`src/rtl/proc_result_fifo.sv`:
```
// proc_result_fifo
// Captures every new {cy, acc} result from the processor core as a 9-bit record.
// Records go into a small FIFO that a host or checker drains over valid/ready.
//
// Ports:
//   clk        system clock, rising edge
//   rst_n      asynchronous active-low reset
//   acc[7:0]   processor accumulator
//   cy         processor carry flag
//   cap_en     capture enable (change detection and pushes only while high)
//   clr_ovf    synchronous clear of the sticky overflow flag
//   out_data   registered head record {cy, acc}, meaningful while out_valid
//   out_valid  FIFO not empty
//   out_ready  consumer accepts the head record when high together with out_valid
//   count      number of stored records, 0..DEPTH
//   overflow   sticky: a record was dropped because the FIFO was full
module proc_result_fifo #(
    parameter int DEPTH = 4,
    parameter int CW    = 3
) (
    input  logic          clk,
    input  logic          rst_n,
    input  logic [7:0]    acc,
    input  logic          cy,
    input  logic          cap_en,
    input  logic          clr_ovf,
    output logic [8:0]    out_data,
    output logic          out_valid,
    input  logic          out_ready,
    output logic [CW-1:0] count,
    output logic          overflow
);

    localparam int AW = $clog2(DEPTH);

    logic [8:0]    mem_q [DEPTH];
    logic [AW-1:0] wptr_q, wptr_d;
    logic [AW-1:0] rptr_q, rptr_d;
    logic [CW-1:0] count_q, count_d;
    logic [8:0]    head_q, head_d;
    logic [8:0]    last_q, last_d;
    logic          primed_q, primed_d;
    logic          ovf_q, ovf_d;

    logic [8:0]    sample;
    logic [AW-1:0] rptr_inc;
    logic          full;
    logic          empty;
    logic          push_req;
    logic          pop;
    logic          push_ok;
    logic          ovf_evt;

    assign sample   = {cy, acc};
    assign rptr_inc = rptr_q + AW'(1);
    assign full     = (count_q == CW'(DEPTH));
    assign empty    = (count_q == '0);

    // The first enabled sample after reset always pushes, even if it equals the reset value of last_q.
    assign push_req = cap_en && (!primed_q || (sample != last_q));
    assign pop      = !empty && out_ready;
    // A simultaneous pop frees a slot, so a full FIFO can still accept.
    assign push_ok  = push_req && (!full || pop);
    assign ovf_evt  = push_req && full && !pop;

    always_comb begin
        wptr_d   = wptr_q;
        rptr_d   = rptr_q;
        count_d  = count_q;
        head_d   = head_q;
        last_d   = last_q;
        primed_d = primed_q;
        ovf_d    = ovf_q;

        if (push_ok) begin
            wptr_d = wptr_q + AW'(1);
        end
        if (pop) begin
            rptr_d = rptr_inc;
        end

        case ({push_ok, pop})
            2'b10:   count_d = count_q + CW'(1);
            2'b01:   count_d = count_q - CW'(1);
            default: count_d = count_q;
        endcase

        // out_data is a register: it only moves on a pop, or when the first record lands in an empty FIFO.
        // With exactly one record being popped, the next head is the record pushed this same cycle.
        if (pop) begin
            if (count_q > CW'(1)) begin
                head_d = mem_q[rptr_inc];
            end else if (push_ok) begin
                head_d = sample;
            end
        end else if (empty && push_ok) begin
            head_d = sample;
        end

        // The change detector tracks every enabled sample, whether or not the push was accepted.
        if (cap_en) begin
            last_d   = sample;
            primed_d = 1'b1;
        end

        // A new drop outranks a clear in the same cycle.
        if (ovf_evt) begin
            ovf_d = 1'b1;
        end else if (clr_ovf) begin
            ovf_d = 1'b0;
        end
    end

    always_ff @(posedge clk or negedge rst_n) begin
        if (!rst_n) begin
            wptr_q   <= '0;
            rptr_q   <= '0;
            count_q  <= '0;
            head_q   <= '0;
            last_q   <= '0;
            primed_q <= 1'b0;
            ovf_q    <= 1'b0;
        end else begin
            wptr_q   <= wptr_d;
            rptr_q   <= rptr_d;
            count_q  <= count_d;
            head_q   <= head_d;
            last_q   <= last_d;
            primed_q <= primed_d;
            ovf_q    <= ovf_d;
        end
    end

    // Storage needs no reset: every entry is written before count makes it visible.
    always_ff @(posedge clk) begin
        if (push_ok) begin
            mem_q[wptr_q] <= sample;
        end
    end

    assign out_data  = head_q;
    assign out_valid = !empty;
    assign count     = count_q;
    assign overflow  = ovf_q;

endmodule
```
`config.mk`:
```
export PLATFORM = sky130hd
export DESIGN_NAME = proc_result_fifo
export DESIGN_NICKNAME = d
export VERILOG_FILES = /design/src/rtl/proc_result_fifo.sv
export SDC_FILE = /design/constraint.sdc
export NUM_CORES = 1
export LEC_CHECK = 0
export CORE_AREA = 2 2 82 84
export DETAILED_ROUTE_END_ITERATION = 12
export DIE_AREA = 0 0 84 86
export PLACE_DENSITY_LB_ADDON = 0.15
export SKIP_CTS_REPAIR_TIMING = 1
export SYNTH_ARGS = -nofsm -noshare
export SYNTH_HDL_FRONTEND = slang
export SYNTH_SLANG_ARGS = --single-unit
```
`constraint.sdc`:
```
create_clock -name clk -period 3.7 [get_ports clk]
set_input_delay 0.74 -clock clk [delete_from_list [all_inputs] [get_ports clk]]
set_output_delay 0.74 -clock clk [all_outputs]
set_load 0.01 [all_outputs]
```
==> run metrics, run 1 <==
TNS Setup=0 ns; Static Leakage=1.27 nW; CTS Buf Count=9; Setup CP Type=input port to register; CTS max path bufs=2; share of layout cells above drive strength 1=0.308; CP Data Arrival Time=3.45 ns; DRC=0; # rows=29; crit path time final=3.22 ns; CTS tree=done; worst path buffer plus inverter count=2; Pwr Density=741 nW/um^2; area of the multi-input gates=995 sq um; GPL Wtd Cong=0.836; die area=7220 sq um; nets=230; Overflow after GRT=0; worst path cell trace=clkdlybuf4s50_1 -> xor2_1 -> nor4_4 -> nand4_1 -> and3_1 -> inv_1 -> ha_1 -> a21oi_1 -> o21ai_0 -> a2bb2oi_4 -> mux2_2; CP peak stage delay=0.61 ns; source of the critical timing path=acc[7]; final setup fails=0; MaxCap Viol Count=0; Layout Utilization=0.537; DRT Pass-1 Iters=4; most frequent cells in the layout=edfxtp_1 (36), mux2_2 (27), dfrtp_1 (27), clkdlybuf4s50_1 (27), ha_1 (10); #FFs+latches synth=63; Area Growth Syn to Fin=20.1%; first-pass GRT wire length=8380 um; worst rel slew slack=0.516; synth top area cells=edfxtp_1 (39%), dfrtp_1 (24%), mux2_2 (11%), mux4_2 (7.2%), ha_1 (4.5%); area post-placement=3190 sq um; VDD IR-drop max=0.544 mV; Critical Path Start Type=input port; DP Wirelength=3380 um; post-synthesis sequential area ratio=0.626; Yosys top cell area share=0.385; maximum clock rate=310 MHz; Die Span X=84 um; RSZ-0062 raised after global routing=false; worst r2r path cells=9; commonest non-fill, non-tap cell in the layout=edfxtp_1; largest net degree at the start of global routing=28; delay-heaviest family, CP=buffers and inverters; Least-Margin Pin Slew=0.726 ns; Buffers on Ports=27; Synth Area per Inst=16.8 sq um; status=finished, final reports clean; Hold Slack=0.459 ns; vias per cell=5.17; fill count=517; die height=86 um; Post-Syn Area=2810 sq um; clock latency at the later pin of the worst-skew pair=0.34 ns; via count=1,490; total wire length=5320 um; Hold WC Path Type=register to register; DRT iter0 DRCs=100; ant diodes=0; Final Cycle Share=0.871; gr usage total=0.161; Starting Density=0.447; core area=6280 sq um; vias in the first global route=1,584; clock tree sinks=63; CP required=3.92 ns; Clk Tree Root Cell=clkbuf_8; CTS HTree Levels=3; post-synth cell types=35; Slowest-stage cell, CP=clkdlybuf4s50_1; Fin. Hold Viols=0; YS warnings=0; syn nets=191; Hold Path End=primed_q; Seq. cell area=1760 sq um; final max-slew violation count=0; initial antenna violation count=0; detailed-route wire length per cell=18.5 um; Top Ports=28; FF-to-FF setup slack=1.06 ns; CP endpoint kind=register; RR Startpoint=count[1]; Layout Skew=0.00821 ns; reg-to-reg endpoint=out_data[4]; CTS clk-pin slew, worst paths=0.07 ns; Routed Antenna Nets=0; post-route cell area=3370 sq um; CP max FO=9; worst hold start=primed_q; gate count of the mapped netlist=167; Synth area leader=edfxtp_1; WHS Path Cells=1
worst max path at each step:
stage | end | slack (ns) | cells past startpoint
after global routing | out_data[0] | 0.34 | 11
final | out_data[4] | 0.48 | 11
after global placement | out_data[6] | 0.25 | 10
after CTS | out_data[0] | 0.50 | 11
after floorplan | out_data[0] | 0.89 | 11
after detailed placement | out_data[4] | 0.15 | 11
worst reg2reg max path: stages, from the launching register on:
cell and delay (ns):
dfrtp_1 0.44, inv_1 0.13, ha_1 0.22, nand2b_1 0.14
nand2_1 0.15, inv_1 0.09, ha_1 0.27, a211o_1 0.31
a2bb2oi_4 0.39, mux2_2 0.39
metal layers:
metal	wire length, um	track usage	vias up
met4	82	0.0777	0
li1	-	-	697
met3	246	0.0481	9
met2	2550	0.254	37
met1	2440	0.205	747
met5	0	0	-
layout make-up:
| class | count | share of cell area |
|---|---|---|
| Inverter | 8 | 0.00890 |
| Clock buffer | 9 | 0.0367 |
| Sequential cell | 63 | 0.521 |
| Timing Repair Buffer | 32 | 0.0912 |
| Multi-Input combinational cell | 92 | 0.295 |
| Clock inverter | 7 | 0.0189 |
| Tap cell | 77 | 0.0286 |
cells in the mapped netlist:
| library cell | count |
|---|---|
| nand2b_1 | 1 |
| mux2i_1 | 1 |
| a2bb2oi_4 | 1 |
| dfrtp_1 | 27 |
| xnor2_1 | 9 |
| a211o_1 | 1 |
| nor2_1 | 2 |
| or2_2 | 1 |
| inv_1 | 8 |
| and4_1 | 1 |
| nor4_4 | 1 |
| nand3_1 | 1 |
| edfxtp_1 | 36 |
| mux2_4 | 1 |
| o22ai_1 | 1 |
| ha_1 | 10 |
| mux4_2 | 9 |
| mux2_2 | 27 |
| buf_1 | 1 |
| buf_4 | 1 |
| and3_1 | 1 |
| o21bai_1 | 1 |
| xor2_1 | 5 |
| a21o_1 | 1 |
| buf_6 | 1 |
| nor2b_1 | 1 |
| clkbuf_1 | 1 |
| a21oi_1 | 1 |
| nand3b_1 | 1 |
| o21ai_2 | 1 |
| and2_2 | 4 |
| nand4_1 | 1 |
| nand2_1 | 5 |
| o21ai_0 | 2 |
| nor3_1 | 1 |
kinds of logic after synthesis:
group           Yosys count  share of synthesized area
compound gates            9                     0.0285
xor+xnor                 14                     0.0437
fa+ha+maj                10                     0.0446
buf+inv                  12                     0.0201
flops                    63                      0.626
mux                      38                      0.189
simple gates             21                     0.0481
where the power goes:
group / internal, W / leakage (nW) / total, W / switching, W
logic: 0.000487 / 0.533 / 0.000846 / 0.000359
registers: 0.000935 / 0.646 / 0.00109 / 0.000153
clock network: 0.000305 / 0.0924 / 0.000565 / 0.000261
through the flow:
| step | cells | power, W | worst slack, ns |
|---|---|---|---|
| 3_5_place_dp | 272 | 0.00196 | 0.148 |
| 3_3_place_gp | 272 | 0.00193 | 0.247 |
| 2_1_floorplan | 167 | 0.00163 | 0.889 |
| 6_report | 288 | 0.00250 | 0.479 |
| 4_1_cts | 288 | 0.00253 | 0.505 |
| 5_1_grt | 288 | 0.00265 | 0.342 |
flip-flops by register name, summed over array words and instances (netlist names):
| signal | cells |
|---|---|
| count | 3 |
| last_q | 9 |
| mem_q | 36 |
| out_data | 9 |
| overflow | 1 |
| primed_q | 1 |
| rptr_q | 2 |
| wptr_q | 2 |
Power figures use the tool's default switching activity.
==> run 2, diff against run 1 <==
--- a/config.mk
+++ b/config.mk
@@ -5,6 +5,7 @@
 export SDC_FILE = /design/constraint.sdc
 export NUM_CORES = 1
 export LEC_CHECK = 0
+export CAP_MARGIN = 20
 export CORE_AREA = 2 2 82 84
 export DETAILED_ROUTE_END_ITERATION = 12
 export DIE_AREA = 0 0 84 86
==> constraint.sdc (replaced) <==
create_clock -name clk -period 3 [get_ports clk]
set_input_delay 0.6 -clock clk [delete_from_list [all_inputs] [get_ports clk]]
set_output_delay 0.6 -clock clk [all_outputs]
set_load 0.01 [all_outputs]
==> run metrics, run 2 (synthesized netlist as in run 1, its figures left out) <==
maximum clock rate=358 MHz; Clk Tree Root Cell=clkbuf_8; Starting Density=0.447; vias per cell=5.11; Worst Slack Setup Final=0.205 ns; vias in the first global route=1,646; Top Ports=28; max reg flops=36; initial antenna violation count=0; share of layout cells above drive strength 1=0.332; DRC=0; Die Span X=84 um; clock tree sinks=63; die area=7220 sq um; Pwr Density=909 nW/um^2; CP peak stage delay=0.49 ns; Overflow after GRT=0; Routed Antenna Nets=0; Cells after DPL=281; CP endpoint kind=register; CTS HTree Levels=3; Reg with most FFs=mem_q; VDD IR-drop max=0.467 mV; worst rel slew slack=0.529; fin cells=297; Critical Path Start Type=input port; status=finished, final reports clean; CTS clk-pin slew, worst paths=0.07 ns; Static Leakage=1.32 nW; GPL Wtd Cong=0.816; DP Wirelength=3650 um; Area Growth Syn to Fin=23.1%; via count=1,518; Buffers on Ports=27; DRT iter0 DRCs=80; post-route cell area=3460 sq um; worst path cell trace=clkdlybuf4s50_1 -> xor2_1 -> nor4_4 -> nand4_1 -> and3_1 -> inv_1 -> ha_1 -> a211o_1 -> a2bb2oi_4 -> buf_12 -> mux2_2; die height=86 um; Layout Skew=0.00876 ns; # rows=29; final max-slew violation count=0; Hold WC Path Type=register to register; Least-Margin Pin Slew=0.706 ns; nets=239; MaxCap Viol Count=0; ant diodes=0; Setup CP Type=input port to register; first-pass GRT wire length=8990 um; clock latency at the later pin of the worst-skew pair=0.33 ns; CTS tree=done; dpl ws=-0.299 ns; Final Cycle Share=0.932; largest net degree at the start of global routing=28; gr usage total=0.173; crit path time final=2.80 ns; total wire length=5570 um; CP required=3.21 ns; DRT Pass-1 Iters=4; RSZ-0062 raised after global routing=false; area post-placement=3270 sq um; CP Data Arrival Time=3.01 ns; core area=6280 sq um; detailed-route wire length per cell=18.7 um; most frequent cells in the layout=edfxtp_1 (36), mux2_2 (27), dfrtp_1 (27), clkdlybuf4s50_1 (26), buf_4 (13); CP max FO=9; Slowest-stage cell, CP=clkdlybuf4s50_1; final setup fails=0; CTS max path bufs=2; CTS Buf Count=9; Fin. Hold Viols=0; commonest non-fill, non-tap cell in the layout=edfxtp_1
-- run 2: cell count changes in the layout (fill, tap and decap cells not counted) --
cell	change
dlymetal6s2s_1	+1
clkinvlp_4	+1
clkdlybuf4s50_1	-1
clkbuf_1	+1
o21ai_0	-1
clkinv_2	-2
o21ai_1	+1
buf_12	+1
buf_4	+8
-- run 2: stage by stage --
step	total power, W	hold WS, ns	util	setup TNS, ns
after floorplan	0.00201	0.304	-	0
after global routing	0.00333	0.489	0.551	0
after global placement	0.00242	0.443	0.520	-1.60
after detailed placement	0.00247	0.447	0.520	-2.60
final	0.00314	0.460	0.551	0
after CTS	0.00318	0.463	0.550	0
-- run 2: path summary, 6_finish.rpt --
kind | slack (ns) | to | from | cells after the start
hold / removal | 0.46 | primed_q | primed_q | 1
setup / recovery | 0.20 | out_data[4] | acc[0] | 11
hold reg to reg | 0.46 | primed_q | primed_q | 1
setup reg to reg | 0.55 | out_data[4] | last_q[7] | 11
max in group asynchronous | 2.05 | count[0] | rst_n | 2
min in group asynchronous | 0.66 | out_data[3] | rst_n | 2
-- run 2: layer usage --
layer	share of wire	up-vias	GRT usage
li1	-	715	-
met1	0.46	762	0.224
met2	0.47	29	0.268
met3	0.043	12	0.0597
met4	0.025	0	0.0748
met5	0	-	0
-- run 2: critical path: cells and delay by family --
kind | cells | cell delay (ns)
simple gates | 3 | 0.39
fa+ha+maj | 1 | 0.20
mux | 1 | 0.33
compound gates | 2 | 0.45
buf+inv | 3 | 0.70
xor+xnor | 1 | 0.32
-- run 2: power breakdown --
group	leakage [nW]	switching (W)	internal (W)
clock network	0.0859	0.000328	0.000379
registers	0.646	0.000193	0.00115
logic	0.590	0.000453	0.000638
total	1.32	0.000973	0.00217
-- run 2: area by class of cell --
type,instances,area [sq um]
Fill cell,511,2820
Sequential cell,63,1760
Multi-Input combinational cell,92,995
Timing Repair Buffer,41,390
Clock buffer,10,128
Tap cell,77,96.3
Clock inverter,6,61.3
Inverter,8,30.0
